--- src/rtl/sobel_stream.sv ---
// sobel_stream: streaming 3x3 Sobel edge detector over one raster-order frame.
// Accepts one pixel per in_valid_i/in_ready_o handshake and emits one result per interior pixel,
// one cycle after the pixel that completes its 3x3 neighbourhood is accepted.
// Ports:
//   clk_i, rst_ni            clock, synchronous active-low reset
//   start_i, mode_i,         frame start (IDLE only); latches mode (0 = saturated magnitude,
//   thresh_i                 1 = binary threshold) and threshold
//   in_valid_i/in_ready_o    input pixel handshake, in_pixel_i raster-order unsigned pixel
//   out_valid_o/out_ready_i  output handshake; out_pixel_o result, out_addr_o = y*IMG_W + x of
//                            the centre pixel, out_last_o marks the final result of the frame
//   finish_o                 level, high from frame completion until the next accepted start
module sobel_stream #(
  parameter int unsigned IMG_W  = 64,
  parameter int unsigned IMG_H  = 64,
  parameter int unsigned PIX_W  = 8,
  parameter int unsigned ADDR_W = $clog2(IMG_W * IMG_H)
) (
  input  logic              clk_i,
  input  logic              rst_ni,
  input  logic              start_i,
  input  logic              mode_i,
  input  logic [PIX_W+2:0]  thresh_i,
  input  logic              in_valid_i,
  output logic              in_ready_o,
  input  logic [PIX_W-1:0]  in_pixel_i,
  output logic              out_valid_o,
  input  logic              out_ready_i,
  output logic [PIX_W-1:0]  out_pixel_o,
  output logic [ADDR_W-1:0] out_addr_o,
  output logic              out_last_o,
  output logic              finish_o
);

  localparam int unsigned CW = $clog2(IMG_W);
  localparam int unsigned RW = $clog2(IMG_H);
  localparam int unsigned MW = PIX_W + 3;
  localparam int unsigned GW = PIX_W + 4;

  typedef enum logic [1:0] {StIdle, StRun, StDrain} state_e;

  state_e              r_state, w_state_next;
  logic [CW-1:0]       r_col;
  logic [RW-1:0]       r_row;
  logic [ADDR_W-1:0]   r_idx;
  logic                r_mode;
  logic [MW-1:0]       r_thresh;
  logic                r_out_valid;
  logic [PIX_W-1:0]    r_out_pixel;
  logic [ADDR_W-1:0]   r_out_addr;
  logic                r_out_last;
  logic                r_finish;

  logic [PIX_W-1:0]    r_lb1 [IMG_W];   // row r-1
  logic [PIX_W-1:0]    r_lb2 [IMG_W];   // row r-2
  logic [PIX_W-1:0]    r_win [3][2];    // two most recent window columns; row 0 is the top

  logic                w_start_acc, w_in_acc, w_out_hs, w_col_last, w_row_last, w_emit;
  logic [PIX_W-1:0]    w_p [3][3];
  logic signed [GW-1:0] w_gx, w_gy;
  logic [GW-1:0]       w_ax, w_ay;
  logic [MW-1:0]       w_mag;
  logic [PIX_W-1:0]    w_res;
  logic [ADDR_W-1:0]   w_addr;

  function automatic logic signed [GW-1:0] ext(input logic [PIX_W-1:0] v);
    return $signed({4'b0000, v});
  endfunction

  assign w_start_acc = (r_state == StIdle) && start_i;
  assign in_ready_o  = (r_state == StRun) && (!r_out_valid || out_ready_i);
  assign w_in_acc    = in_valid_i && in_ready_o;
  assign w_out_hs    = r_out_valid && out_ready_i;
  assign w_col_last  = (r_col == CW'(IMG_W - 1));
  assign w_row_last  = (r_row == RW'(IMG_H - 1));
  assign w_emit      = w_in_acc && (r_row >= RW'(2)) && (r_col >= CW'(2));
  // Centre sits one row up and one column left of the pixel being accepted.
  assign w_addr      = r_idx - ADDR_W'(IMG_W + 1);

  // Window as it will look after this accept: shifted left, new right column appended.
  always_comb begin
    for (int i = 0; i < 3; i++) begin
      w_p[i][0] = r_win[i][0];
      w_p[i][1] = r_win[i][1];
    end
    w_p[0][2] = r_lb2[r_col];
    w_p[1][2] = r_lb1[r_col];
    w_p[2][2] = in_pixel_i;
  end

  always_comb begin
    w_gx  = (ext(w_p[0][2]) + (ext(w_p[1][2]) <<< 1) + ext(w_p[2][2]))
          - (ext(w_p[0][0]) + (ext(w_p[1][0]) <<< 1) + ext(w_p[2][0]));
    w_gy  = (ext(w_p[2][0]) + (ext(w_p[2][1]) <<< 1) + ext(w_p[2][2]))
          - (ext(w_p[0][0]) + (ext(w_p[0][1]) <<< 1) + ext(w_p[0][2]));
    w_ax  = w_gx[GW-1] ? $unsigned(-w_gx) : $unsigned(w_gx);
    w_ay  = w_gy[GW-1] ? $unsigned(-w_gy) : $unsigned(w_gy);
    w_mag = w_ax[MW-1:0] + w_ay[MW-1:0];
    if (r_mode) begin
      w_res = (w_mag >= r_thresh) ? '1 : '0;
    end else begin
      w_res = (|w_mag[MW-1:PIX_W]) ? '1 : w_mag[PIX_W-1:0];
    end
  end

  always_comb begin
    w_state_next = r_state;
    case (r_state)
      StIdle:  if (start_i) w_state_next = StRun;
      StRun:   if (w_in_acc && w_col_last && w_row_last) w_state_next = StDrain;
      StDrain: if (w_out_hs && r_out_last) w_state_next = StIdle;
      default: w_state_next = StIdle;
    endcase
  end

  always_ff @(posedge clk_i) begin
    if (!rst_ni) begin
      r_state <= StIdle;
    end else begin
      r_state <= w_state_next;
    end
  end

  always_ff @(posedge clk_i) begin
    if (!rst_ni) begin
      r_col       <= '0;
      r_row       <= '0;
      r_idx       <= '0;
      r_mode      <= 1'b0;
      r_thresh    <= '0;
      r_out_valid <= 1'b0;
      r_out_pixel <= '0;
      r_out_addr  <= '0;
      r_out_last  <= 1'b0;
      r_finish    <= 1'b0;
    end else begin
      if (w_start_acc) begin
        r_col    <= '0;
        r_row    <= '0;
        r_idx    <= '0;
        r_finish <= 1'b0;
        r_mode   <= mode_i;
        r_thresh <= thresh_i;
      end
      if (w_in_acc) begin
        r_idx <= r_idx + ADDR_W'(1);
        if (w_col_last) begin
          r_col <= '0;
          r_row <= r_row + RW'(1);
        end else begin
          r_col <= r_col + CW'(1);
        end
      end
      // in_ready_o guarantees the output slot is free (or draining) whenever w_emit is high.
      if (w_emit) begin
        r_out_valid <= 1'b1;
        r_out_pixel <= w_res;
        r_out_addr  <= w_addr;
        r_out_last  <= w_col_last && w_row_last;
      end else if (w_out_hs) begin
        r_out_valid <= 1'b0;
      end
      if ((r_state == StDrain) && w_out_hs && r_out_last) begin
        r_finish <= 1'b1;
      end
    end
  end

  // Pixel storage is never cleared; rows 0 and 1 are rewritten before any output uses them.
  always_ff @(posedge clk_i) begin
    if (w_in_acc) begin
      r_lb2[r_col] <= r_lb1[r_col];
      r_lb1[r_col] <= in_pixel_i;
      for (int i = 0; i < 3; i++) begin
        r_win[i][0] <= w_p[i][1];
        r_win[i][1] <= w_p[i][2];
      end
    end
  end

  assign out_valid_o = r_out_valid;
  assign out_pixel_o = r_out_pixel;
  assign out_addr_o  = r_out_addr;
  assign out_last_o  = r_out_last;
  assign finish_o    = r_finish;

endmodule
--- config.mk ---
export PLATFORM = sky130hd
export DESIGN_NAME = sobel_stream
export DESIGN_NICKNAME = d
export VERILOG_FILES = /design/src/rtl/sobel_stream.sv
export SDC_FILE = /design/constraint.sdc
export NUM_CORES = 1
export LEC_CHECK = 0
export CORE_ASPECT_RATIO = 0.6
export CORE_UTILIZATION = 32
export CTS_CLUSTER_SIZE = 24
export DETAILED_ROUTE_END_ITERATION = 16
export HOLD_SLACK_MARGIN = 0.06
export PLACE_DENSITY = 0.59
export SYNTH_ARGS = -nofsm -noshare
export SYNTH_HDL_FRONTEND = slang
export SYNTH_SLANG_ARGS = --single-unit
--- constraint.sdc ---
create_clock -name clk_i -period 9.3 [get_ports clk_i]
set_input_delay 1.86 -clock clk_i [delete_from_list [all_inputs] [get_ports clk_i]]
set_output_delay 1.86 -clock clk_i [all_outputs]
set_load 0.1 [all_outputs]
==> impl_results.rst <==
.. list-table::
   :header-rows: 1

   * - Metric
     - Value
   * - Crit path capture type
     - register
   * - Largest fanout of any net on the critical path
     - 14
   * - CP max stage delay
     - around 640 ps
   * - Most frequent cells in the layout
     - sky130_fd_sc_hd__edfxtp_1, sky130_fd_sc_hd__mux4_2, sky130_fd_sc_hd__buf_4
   * - Root buf cell
     - sky130_fd_sc_hd__clkbuf_16
   * - Required @ worst endpoint
     - slightly below 10000 ps
   * - CP Launch Type
     - register
   * - FF+latch count, synth
     - approximately 1100
   * - Internal power consumption
     - about 0.009 W
   * - Vias in the first global route
     - 24200
   * - Non-filler instance count after layout
     - between 4000 and 5000
   * - Main combinational cell family by area after synthesis
     - multiplexers
   * - Worst-Margin Slew
     - 1250 ps
   * - Register-to-Register Setup Slack
     - ~400 ps
   * - Crit-path slowest cell
     - sky130_fd_sc_hd__mux4_2
   * - Worst rel slew slack
     - 0.166
   * - Most common cell after layout, fill and taps aside
     - sky130_fd_sc_hd__edfxtp_1
   * - Hold Vio Cnt, Final
     - 0
   * - Layout Area Growth over Synthesis
     - 16.3%
   * - Count of nets left with antenna violations after detail routing
     - 0
   * - Share of final-layout standard cells stronger than drive strength 1
     - 0.287
   * - Total design power
     - 0.0132 W
   * - Sequential area share after synthesis
     - 0.716
   * - Initial standard-cell utilization of the core
     - 0.323
   * - X dimension of the die
     - 496 um
   * - Warnings, synthesis
     - 0
   * - Sw power
     - approximately 0.004 W
   * - Post-synthesis async set-or-reset flop share
     - 0
   * - Compound-cell area share of the yosys netlist
     - 0.0213
   * - Mapped Nets
     - roughly 2500
   * - Final setup violation count
     - 0
   * - Routed length per instance
     - between 20 and 30 um
   * - Syn Area/Cell
     - approximately 20 um2
   * - Wire length of the first global-routing pass
     - 175000 um
   * - Worst-case vdd ir drop
     - between 400 and 500 uV
   * - Aggregate global-route resource usage
     - 0.164
   * - Multiplexer fraction of the synthesized cell area
     - 0.163
   * - Number of buffers inserted during clock tree synthesis
     - just under 100
   * - Worst Reg-to-Reg Cells
     - 37
   * - FP Rows
     - about 110
   * - Pre-CTS setup slack
     - -141 ps
   * - H-tree levels
     - 3
   * - Area share of and/or/nand/nor cells after synthesis
     - 0.0309
   * - Capture point of the critical path
     - out_pixel_o[7]
   * - Number of vias per cell after detailed routing
     - approximately 5.3
   * - Number of antenna violations at the first check in global routing
     - 12
   * - Largest net degree at the start of global routing
     - 67
   * - Remaining design rule violation count
     - 0
   * - Die area
     - about 150000 um2
   * - Area of the core region
     - 145000 um2
   * - Iteration-0 DRC Markers
     - around 3200
   * - Share of total power in sequential cells
     - 0.428
   * - Switching portion of total power
     - 0.297
   * - Clk sink count
     - 1139
   * - Die height
     - slightly below 300 um
   * - LEAKAGE
     - about 17 nW
   * - Input/output buffers
     - between 40 and 50
   * - XOR/XNOR share of the synthesized area
     - 0.00916
   * - Share of synthesized cell area in full adder, half adder and majority cells
     - 0.0411
   * - Top achievable clock speed
     - between 100 and 150 MHz
   * - Number of vias after detailed routing
     - ~24000
   * - Number of iterations in the first detailed-routing pass
     - 6
   * - WP data arrival
     - roughly 9500 ps
   * - Fin crit share
     - 0.957
   * - Total half-perimeter wirelength after legalization and detailed placement
     - about 75000 um
   * - Max-cap violations
     - 0
   * - Final setup TNS
     - 0 ps
   * - Remaining Overflow, GRT
     - 0
   * - Combinational Power Share
     - 0.266
   * - Top-level I/O count
     - 49
   * - Number of instances in the synthesized netlist
     - ~2300
   * - Total Routed Length
     - 122000 um
   * - Reg2Reg Capture Point
     - out_pixel_o[7]
   * - Path class of the lowest-slack min-delay path
     - register to register
   * - Mapped cell area
     - roughly 47000 um2
   * - Final count of pins violating max slew
     - 0
   * - Maximum clock insertion buffer count
     - 3
   * - Worst-path clk slew
     - 70 ps
   * - P per Cell Area
     - 242 nW/um2
   * - Placed insts
     - 4350
   * - Dominant register cell in the synthesized netlist
     - sky130_fd_sc_hd__edfxtp_1
   * - Run status
     - finished clean
   * - Final Critical Period
     - approximately 8900 ps
   * - Number of nets in the layout
     - approximately 2700
   * - Hold Buf Count CTS
     - 0
   * - CTS tree
     - yes
   * - Clock Skews
     - about 37 ps
   * - Count of distinct cell types in the synthesized netlist
     - between 60 and 70
   * - Worst setup margin
     - about 400 ps
   * - Latest clock arrival within the worst-skew pair
     - ~710 ps
   * - Crit path kind
     - register to register
   * - Placer's final routability congestion estimate
     - between 0.8 and 0.9
   * - Count of flip-flops with a built-in enable after synthesis
     - 1072
   * - Part of the total power dissipated in the clock network
     - 0.306
kinds of logic (layout without fill, tap and decap cells):
kind of cell,after synthesis,count (layout)
xor gates and xnor gates,49,49
other,0,1
buffers and inverters,239,543
muxes,342,342
AOI/OAI and AO/OA,149,149
and+or+nand+nor,307,307
DFF,1139,1139
adders and majority gates,116,116
routing by layer:
| layer | track usage | share of wire |
|---|---|---|
| met5 | 0 | 0.00017 |
| met4 | 0.0316 | 0.015 |
| met3 | 0.0482 | 0.11 |
| met2 | 0.231 | 0.43 |
| met1 | 0.251 | 0.45 |
cell usage after synthesis, types with 2 or more instances:
library cell,instances,area share
sky130_fd_sc_hd__edfxtp_1,1072,0.69
sky130_fd_sc_hd__mux4_2,336,0.16
sky130_fd_sc_hd__inv_1,131,0.010
sky130_fd_sc_hd__nor2_1,121,0.0097
sky130_fd_sc_hd__clkbuf_1,78,0.0062
sky130_fd_sc_hd__nand2_1,70,0.0056
sky130_fd_sc_hd__dfxtp_1,67,0.029
sky130_fd_sc_hd__fa_1,63,0.027
sky130_fd_sc_hd__ha_1,53,0.014
sky130_fd_sc_hd__o21ai_0,33,0.0035
sky130_fd_sc_hd__a21oi_1,30,0.0032
sky130_fd_sc_hd__buf_1,28,0.0022
sky130_fd_sc_hd__xnor2_1,28,0.0052
sky130_fd_sc_hd__xor2_1,21,0.0039
sky130_fd_sc_hd__nand3_1,20,0.0021
sky130_fd_sc_hd__a21boi_0,18,0.0029
sky130_fd_sc_hd__nor3_1,15,0.0016
sky130_fd_sc_hd__a31oi_1,13,0.0017
sky130_fd_sc_hd__nand4_1,10,0.0013
sky130_fd_sc_hd__a211oi_1,9,0.0014
sky130_fd_sc_hd__and3_1,9,0.0012
sky130_fd_sc_hd__nand3b_1,9,0.0014
sky130_fd_sc_hd__nor2b_1,8,0.0011
sky130_fd_sc_hd__a21o_1,7,0.0011
sky130_fd_sc_hd__o211a_1,7,0.0015
sky130_fd_sc_hd__or2_2,7,0.00093
sky130_fd_sc_hd__and2_1,6,0.00080
sky130_fd_sc_hd__nand2b_1,6,0.00080
sky130_fd_sc_hd__nor4_1,6,0.00080
sky130_fd_sc_hd__mux2i_1,5,0.0011
sky130_fd_sc_hd__nor3b_1,5,0.00080
sky130_fd_sc_hd__o21a_1,5,0.00080
sky130_fd_sc_hd__or3_1,4,0.00053
sky130_fd_sc_hd__a41oi_1,3,0.00056
sky130_fd_sc_hd__o211ai_1,3,0.00048
sky130_fd_sc_hd__o31ai_1,3,0.00048
sky130_fd_sc_hd__a211o_1,2,0.00037
sky130_fd_sc_hd__buf_2,2,0.00021
sky130_fd_sc_hd__o21bai_1,2,0.00032
sky130_fd_sc_hd__o221ai_1,2,0.00037
sky130_fd_sc_hd__or3b_2,2,0.00037
sky130_fd_sc_hd__or4_1,2,0.00032
worst min-delay path by stage:
stage	from	end	slack [ps]	cells past startpoint
2_1_floorplan	r_win[1][2]	r_win[1][10]	400	0
3_3_place_gp	r_win[1][0]	r_win[1][8]	410	0
3_5_place_dp	r_win[1][5]	r_win[1][13]	410	0
4_1_cts	r_win[1][6]	r_win[1][14]	420	0
5_1_grt	r_win[1][5]	r_win[1][13]	430	0
6_report	r_win[1][5]	r_win[1][13]	420	0
sequential cells by signal, summed over array words and instances (netlist names), named ones only:
| signal | count |
|---|---|
| r_lb1 | 512 |
| r_win | 48 |
| finish_o | 1 |
| out_valid_o | 1 |
| r_lb2 | 512 |
| r_mode | 1 |
| out_last_o | 1 |
| r_thresh | 11 |
| r_state | 2 |
| r_row | 6 |
| out_addr_o | 12 |
| r_idx | 12 |
| out_pixel_o | 8 |
| r_col | 6 |
power groups by stage:
| stage | combinational [W] | clock, W | sequential [W] |
|---|---|---|---|
| floorplan | 0.00233 | 0 | 0.00575 |
| finish | 0.00350 | 0.00402 | 0.00564 |
| detailed placement | 0.00322 | 0 | 0.00575 |
| global placement | 0.00314 | 0 | 0.00575 |
| global route | 0.00385 | 0.00430 | 0.00563 |
| CTS | 0.00327 | 0.00411 | 0.00564 |
stage by stage:
stage | utilization | hold slack (ps) | instance area (um2)
after floorplan | - | 400 | 46900
after global placement | 0.350 | 405 | 50800
after detailed placement | 0.350 | 406 | 50800
after CTS | 0.372 | 415 | 53900
after global routing | 0.376 | 426 | 54500
final | 0.376 | 419 | 54500
critical path, delay by kind of cell, from the launching register on:
family | cells | cell delay (ps)
adders and majority gates | 7 | 2410
AOI/OAI and AO/OA | 10 | 1930
muxes | 3 | 1690
and+or+nand+nor | 7 | 1040
buffers and inverters | 8 | 1010
DFF | 1 | 390
xor gates and xnor gates | 2 | 270
area by class of cell:
type                            instances  area, um2
Multi-Input combinational cell        963      12700
Inverter                              131        492
Antenna cell                            1       2.50
Clock inverter                         68        584
Timing Repair Buffer                  232       2290
Tap cell                             1925       2410
Sequential cell                      1139      33500
Fill cell                           13000      90500
Clock buffer                          112       2500
what timing repair did:
item,4_1_cts,5_1_grt
cloned,0,4
endpoints found under the hold margin,0,0
setup buffers,1,35
setup endpoints to repair,7,8
resized for setup,3,33
pin swaps,0,4
Power figures use the tool's default switching activity.
